File: src/rtl/noc_vc_pkg.sv
// Shared types and helpers for the VC plane scheduler and related NoC arbitration logic.
package noc_vc_pkg;

  typedef enum logic [1:0] {
    IDLE,
    SERVE,
    DRAIN
  } sched_state_e;

  localparam int unsigned SLICE_MAX_BITS = 256;
  localparam int unsigned SLICE_IDX_W    = $clog2(SLICE_MAX_BITS);

  typedef logic [SLICE_MAX_BITS-1:0] slice_vec_t;

  function automatic int unsigned idx_width(input int unsigned n);
    return (n > 1) ? $clog2(n) : 1;
  endfunction

  // OR-reduce the width-bit slice belonging to one plane of a packed per-plane vector.
  function automatic logic slice_any(input slice_vec_t vec, input int unsigned plane,
                                     input int unsigned width);
    logic r;
    r = 1'b0;
    for (int unsigned i = 0; i < width; i++) begin
      r = r | vec[SLICE_IDX_W'(plane * width + i)];
    end
    return r;
  endfunction

endpackage

File: src/rtl/vc_rr_picker.sv
// Round-robin picker: first requester after the pointer, pointer itself checked last.
module vc_rr_picker
  import noc_vc_pkg::*;
#(
  parameter int unsigned VC = 4,
  localparam int unsigned IDX_W = idx_width(VC)
) (
  input  logic [VC-1:0]    req_i,
  input  logic [IDX_W-1:0] ptr_i,
  output logic [IDX_W-1:0] next_o,
  output logic             found_o
);

  int unsigned idx;

  always_comb begin
    next_o  = ptr_i;
    found_o = 1'b0;
    idx     = 0;
    for (int unsigned k = 1; k <= VC; k++) begin
      idx = (32'(ptr_i) + k) % VC;
      if (!found_o && req_i[IDX_W'(idx)]) begin
        found_o = 1'b1;
        next_o  = IDX_W'(idx);
      end
    end
  end

endmodule

File: src/rtl/vc_plane_scheduler.sv
// Selects the VC plane driving the switch: round-robin with a cycle quantum, never
// leaving a plane that holds a reservation or is accepting a flit this cycle.
module vc_plane_scheduler
  import noc_vc_pkg::*;
#(
  parameter int unsigned VC            = 4,
  parameter int unsigned INPUTS        = 4,
  parameter int unsigned OUTPUTS       = 4,
  parameter int unsigned QUANTUM       = 8,
  parameter int unsigned COUNTER_WIDTH = 8
) (
  input  logic                    clk,
  input  logic                    rst,
  input  logic [VC*OUTPUTS-1:0]   valid_out_portVC,
  input  logic [VC*INPUTS-1:0]    PortReservedVC,
  input  logic [INPUTS-1:0]       ready_in_switch,
  output logic [VC:0]             VCPlaneSelector,
  output logic [VC-1:0]           plane_active,
  output logic                    plane_switch
);

  localparam int unsigned IDX_W = idx_width(VC);
  localparam int unsigned SEL_W = VC + 1;
  localparam logic [COUNTER_WIDTH-1:0] CNT_LAST = COUNTER_WIDTH'(QUANTUM - 1);

  sched_state_e             state_q, state_d;
  logic [IDX_W-1:0]         sel_q, sel_d;
  logic [COUNTER_WIDTH-1:0] cnt_q, cnt_d;
  logic                     sw_q, sw_d;

  logic [VC-1:0]      req;
  logic [VC-1:0]      lock;
  logic [OUTPUTS-1:0] cur_valid;
  logic               fire;
  logic               can_leave;
  logic               at_decision;
  logic               found;
  logic [IDX_W-1:0]   next_idx;
  logic               decide;

  always_comb begin
    req       = '0;
    lock      = '0;
    cur_valid = '0;
    for (int unsigned v = 0; v < VC; v++) begin
      req[v]  = slice_any(slice_vec_t'(valid_out_portVC), v, OUTPUTS);
      lock[v] = slice_any(slice_vec_t'(PortReservedVC), v, INPUTS);
      if (IDX_W'(v) == sel_q) begin
        cur_valid = valid_out_portVC[v*OUTPUTS +: OUTPUTS];
      end
    end
  end

  // A head flit accepted now only reserves next cycle, so fire also pins the plane.
  assign fire        = |(cur_valid & ready_in_switch);
  assign can_leave   = !lock[sel_q] && !fire;
  assign at_decision = (cnt_q == CNT_LAST) || (!req[sel_q] && !lock[sel_q]);

  vc_rr_picker #(
    .VC (VC)
  ) u_picker (
    .req_i   (req),
    .ptr_i   (sel_q),
    .next_o  (next_idx),
    .found_o (found)
  );

  always_ff @(posedge clk) begin
    if (rst) begin
      state_q <= IDLE;
      sel_q   <= '0;
      cnt_q   <= '0;
      sw_q    <= 1'b0;
    end else begin
      state_q <= state_d;
      sel_q   <= sel_d;
      cnt_q   <= cnt_d;
      sw_q    <= sw_d;
    end
  end

  always_comb begin
    state_d = state_q;
    sel_d   = sel_q;
    cnt_d   = cnt_q;
    sw_d    = 1'b0;
    decide  = 1'b0;
    unique case (state_q)
      IDLE: begin
        cnt_d = '0;
        if (found) begin
          sel_d   = next_idx;
          state_d = SERVE;
          sw_d    = (next_idx != sel_q);
        end
      end
      SERVE: begin
        if (at_decision) begin
          if (can_leave) decide = 1'b1;
          else           state_d = DRAIN;
        end else if (cnt_q != CNT_LAST) begin
          cnt_d = cnt_q + COUNTER_WIDTH'(1);
        end
      end
      DRAIN: begin
        if (can_leave) decide = 1'b1;
      end
      default: state_d = IDLE;
    endcase

    // Shared decision-point rules for SERVE and DRAIN.
    if (decide) begin
      cnt_d   = '0;
      state_d = found ? SERVE : IDLE;
      if (found && (next_idx != sel_q)) begin
        sel_d = next_idx;
        sw_d  = 1'b1;
      end
    end
  end

  always_comb begin
    VCPlaneSelector     = SEL_W'(sel_q);
    plane_active        = '0;
    plane_active[sel_q] = 1'b1;
    plane_switch        = sw_q;
  end

endmodule

File: config.mk
export PLATFORM = sky130hd
export DESIGN_NAME = vc_plane_scheduler
export DESIGN_NICKNAME = d
export VERILOG_FILES = /design/src/rtl/noc_vc_pkg.sv /design/src/rtl/vc_rr_picker.sv /design/src/rtl/vc_plane_scheduler.sv
export SDC_FILE = /design/constraint.sdc
export NUM_CORES = 1
export LEC_CHECK = 0
export CAP_MARGIN = 0
export CORE_ASPECT_RATIO = 0.75
export CORE_MARGIN = 5
export CORE_UTILIZATION = 44
export DETAILED_ROUTE_END_ITERATION = 16
export PLACE_DENSITY = 0.8
export SLEW_MARGIN = 20
export SYNTH_ARGS = -nofsm -noshare
export SYNTH_HDL_FRONTEND = slang
export SYNTH_SLANG_ARGS = --single-unit
export TNS_END_PERCENT = 10
File: constraint.sdc
create_clock -name clk -period 2.9 [get_ports clk]
set_input_delay 0.58 -clock clk [delete_from_list [all_inputs] [get_ports clk]]
set_output_delay 0.58 -clock clk [all_outputs]
set_load 0.02 [all_outputs]
==> out/metrics.yaml <==
status: "finished, final reports clean"
reg2reg_depth: 7
die_area_um2: 4070
finalHoldWorstSlack_ns: 0.515
root_buffer: "clkbuf_8"
syn_inst: 160
p_per_area_nw_per_um2: 706
numClockSinks: 13
grt_use_met2_pct: 35.3
hold_violations: 0
dp_slack_ns: -0.351
postSynthAreaPerCell_um2: 7.92
multi_input_area_um2: 983
drt_iter0_markers: 212
hp-class: "flip-flop to flip-flop"
setup_slack_ns: 0.0189
clock_path_buffers: 2
maxCapViolations: 0
ff_latch_area_um2: 260
finalSetupViolCount: 0
io_buffers: 44
fillers: 221
cts_tree: "done"
drive_gt1_share_pct: 20.9
antenna_found_initial: 0
fin_nets: 278
die_h_um: 56.5
required_ns: 3.04
totalWireLength_um: 4290
drt_first_pass_iters: 4
cts_buffers: 3
cts_hold_buffers: 0
dpl.hpwl_um: 3350
gp_congestion: 0.906
clock_latency_ns: 0.24
worstPathArrival_ns: 3.02
h-tree-depth: 1
ys_seq_area_share_pct: 20.5
p_leak_nw: 0.894
syn_area_um2: 1270
ys_types: 48
busiest_layer: "met2"
slew_violations: 0
timing.final.crit_share_pct: 99.3
crit_type: "input port to flip-flop"
post_drt_wl_per_cell_um: 16.1
grt_max_degree: 14
fin_crit_ns: 2.88
r2r_start: "sel_q[0]"
crit_end: "sel_q[1]"
use_met1_pct: 27.8
synth_edf_count: 0
grt.overflow.total: 0
crit_fanout: 3
grtUsageMet3_pct: 5.17
drc: 0
yosysWarnings: 0
end_kind: "flip-flop"
postRouteAntennaNets: 0
r2r_end: "sel_q[1]"
num_io_pins: 48
coreArea_um2: 2680
antenna_cells: 0
first_global_vias: 1580
startpoint: "valid_out_portVC[14]"
grt_pass1_wl_um: 6990
synthFlopType: "dfxtp_1"
clk_pin_slew_ns: 0.06
clock.fmax_mhz: 347
via_per_inst: 5.95
async_flop_share_pct: 0
vias: 1582
skew_ns: 0.00697
ys_seq_elements: 13
start_util_pct: 47.2
rrSetupSlack_ns: 0.32
power_w: 0.00142
synthToLayoutAreaGrowth_pct: 58.3
die_width_um: 72.0
num_rows: 16
peakVddDrop_v: 0.000317
track_usage_pct: 21.2
start_kind: "input port"
==> through the flow <==
stage / area [um2] / TNS (ns) / util (%) / instances
after CTS: 1940 / 0 / 72.3 / 265
after global placement: 1900 / -2.92 / 70.8 / 260
after global routing: 2010 / -0.0162 / 74.8 / 266
after detailed placement: 1900 / -3.47 / 70.8 / 260
after floorplan: 1270 / 0 / - / 162
final: 2010 / 0 / 74.8 / 266
==> cells in the mapped netlist (2+ instances only) <==
cell | n | area [um2]
or4_1 | 2 | 15.0
buf_4 | 3 | 22.5
a222oi_1 | 2 | 20.0
nor4_1 | 7 | 43.8
or4_4 | 4 | 45.0
dfxtp_1 | 13 | 260
nor2_1 | 18 | 67.6
a211oi_1 | 4 | 30.0
a22oi_1 | 4 | 30.0
xor2_1 | 6 | 52.6
nor2b_1 | 2 | 12.5
a22o_1 | 2 | 17.5
a21oi_1 | 6 | 30.0
and3_1 | 3 | 18.8
o21ai_0 | 7 | 35.0
mux2i_1 | 4 | 40.0
nand2_1 | 15 | 56.3
nand4b_1 | 2 | 17.5
ha_1 | 9 | 113
or2_2 | 2 | 12.5
inv_1 | 7 | 26.3
nand2b_1 | 2 | 12.5
nor3_1 | 3 | 15.0
or3_1 | 2 | 12.5
nand4_1 | 3 | 18.8
nand3_1 | 6 | 30.0
==> per-layer routing <==
metal,vias up,share of wire (%),routed length [um]
met1,733,41,1780
met4,0,2.4,102
met2,91,47,2010
met3,16,9.4,402
li1,742,-,-
met5,-,0,0
==> power by group <==
part	internal, W	leakage (nW)	switching (W)
sequential	0.000215	0.106	0.0000251
combinational	0.000458	0.765	0.000556
clock	0.0000969	0.0228	0.0000650
total	0.000770	0.894	0.000646
==> critical path, stage by stage <==
cell and delay [ns]:
clkdlybuf4s50_1 0.42, or4_4 0.44, mux4_2 0.54, or4_4 0.59
a22o_1 0.22, o221a_1 0.23
==> cells in the final DEF, fill, tap and decap left out, types with 4 or more instances in the layout <==
cell,count
clkdlybuf4s50_1,29
buf_4,25
nor2_1,17
nand2_1,15
dfxtp_1,13
ha_1,9
dlygate4sd2_1,9
inv_1,7
nor4_1,6
nand3_1,6
a21oi_1,6
xor2_1,6
dlymetal6s2s_1,6
or4_4,5
o21ai_0,5
a22oi_1,4
mux2i_1,4
==> flip-flops by register name (all words and copies together), names as in the netlist <==
signal        flops
cnt_q             8
sel_q             2
state_q           2
plane_switch      1
==> final cells by class <==
class | count | share of cell area (%)
clock buffers | 4 | 2.24
multi-input cells | 135 | 49.0
flip-flops and latches | 13 | 13.0
well taps | 36 | 2.24
inverters | 8 | 1.50
repair buffers | 70 | 32.0
==> cells by family after synthesis <==
kind of cell,Yosys count,synth area share [%]
AO/OA/AOI/OAI,36,21.0
XOR/XNOR,6,4.15
adder cells (fa/ha/maj),9,8.88
buffers and inverters,14,5.72
flip-flops,13,20.5
multiplexers,6,7.01
other,1,0.296
AND/OR/NAND/NOR,75,32.4
==> how the worst min path moves through the flow <==
stage | startpoint | end | slack, ns | cells past startpoint
floorplan | state_q[1] | state_q[1] | 0.47 | 2
global placement | state_q[1] | state_q[1] | 0.48 | 2
detailed placement | state_q[1] | state_q[1] | 0.50 | 2
CTS | state_q[1] | state_q[1] | 0.52 | 2
global route | state_q[0] | state_q[0] | 0.56 | 2
finish | cnt_q[7] | cnt_q[7] | 0.51 | 2
==> timing repair <==
item                                    in CTS  in global routing
pin swaps                                    6                  7
endpoints found under the hold margin        0                  0
endpoints found under the setup margin      10                 10
buffers inserted                             1                  1
resized for setup                           11                 17
Power figures use the tool's default switching activity.
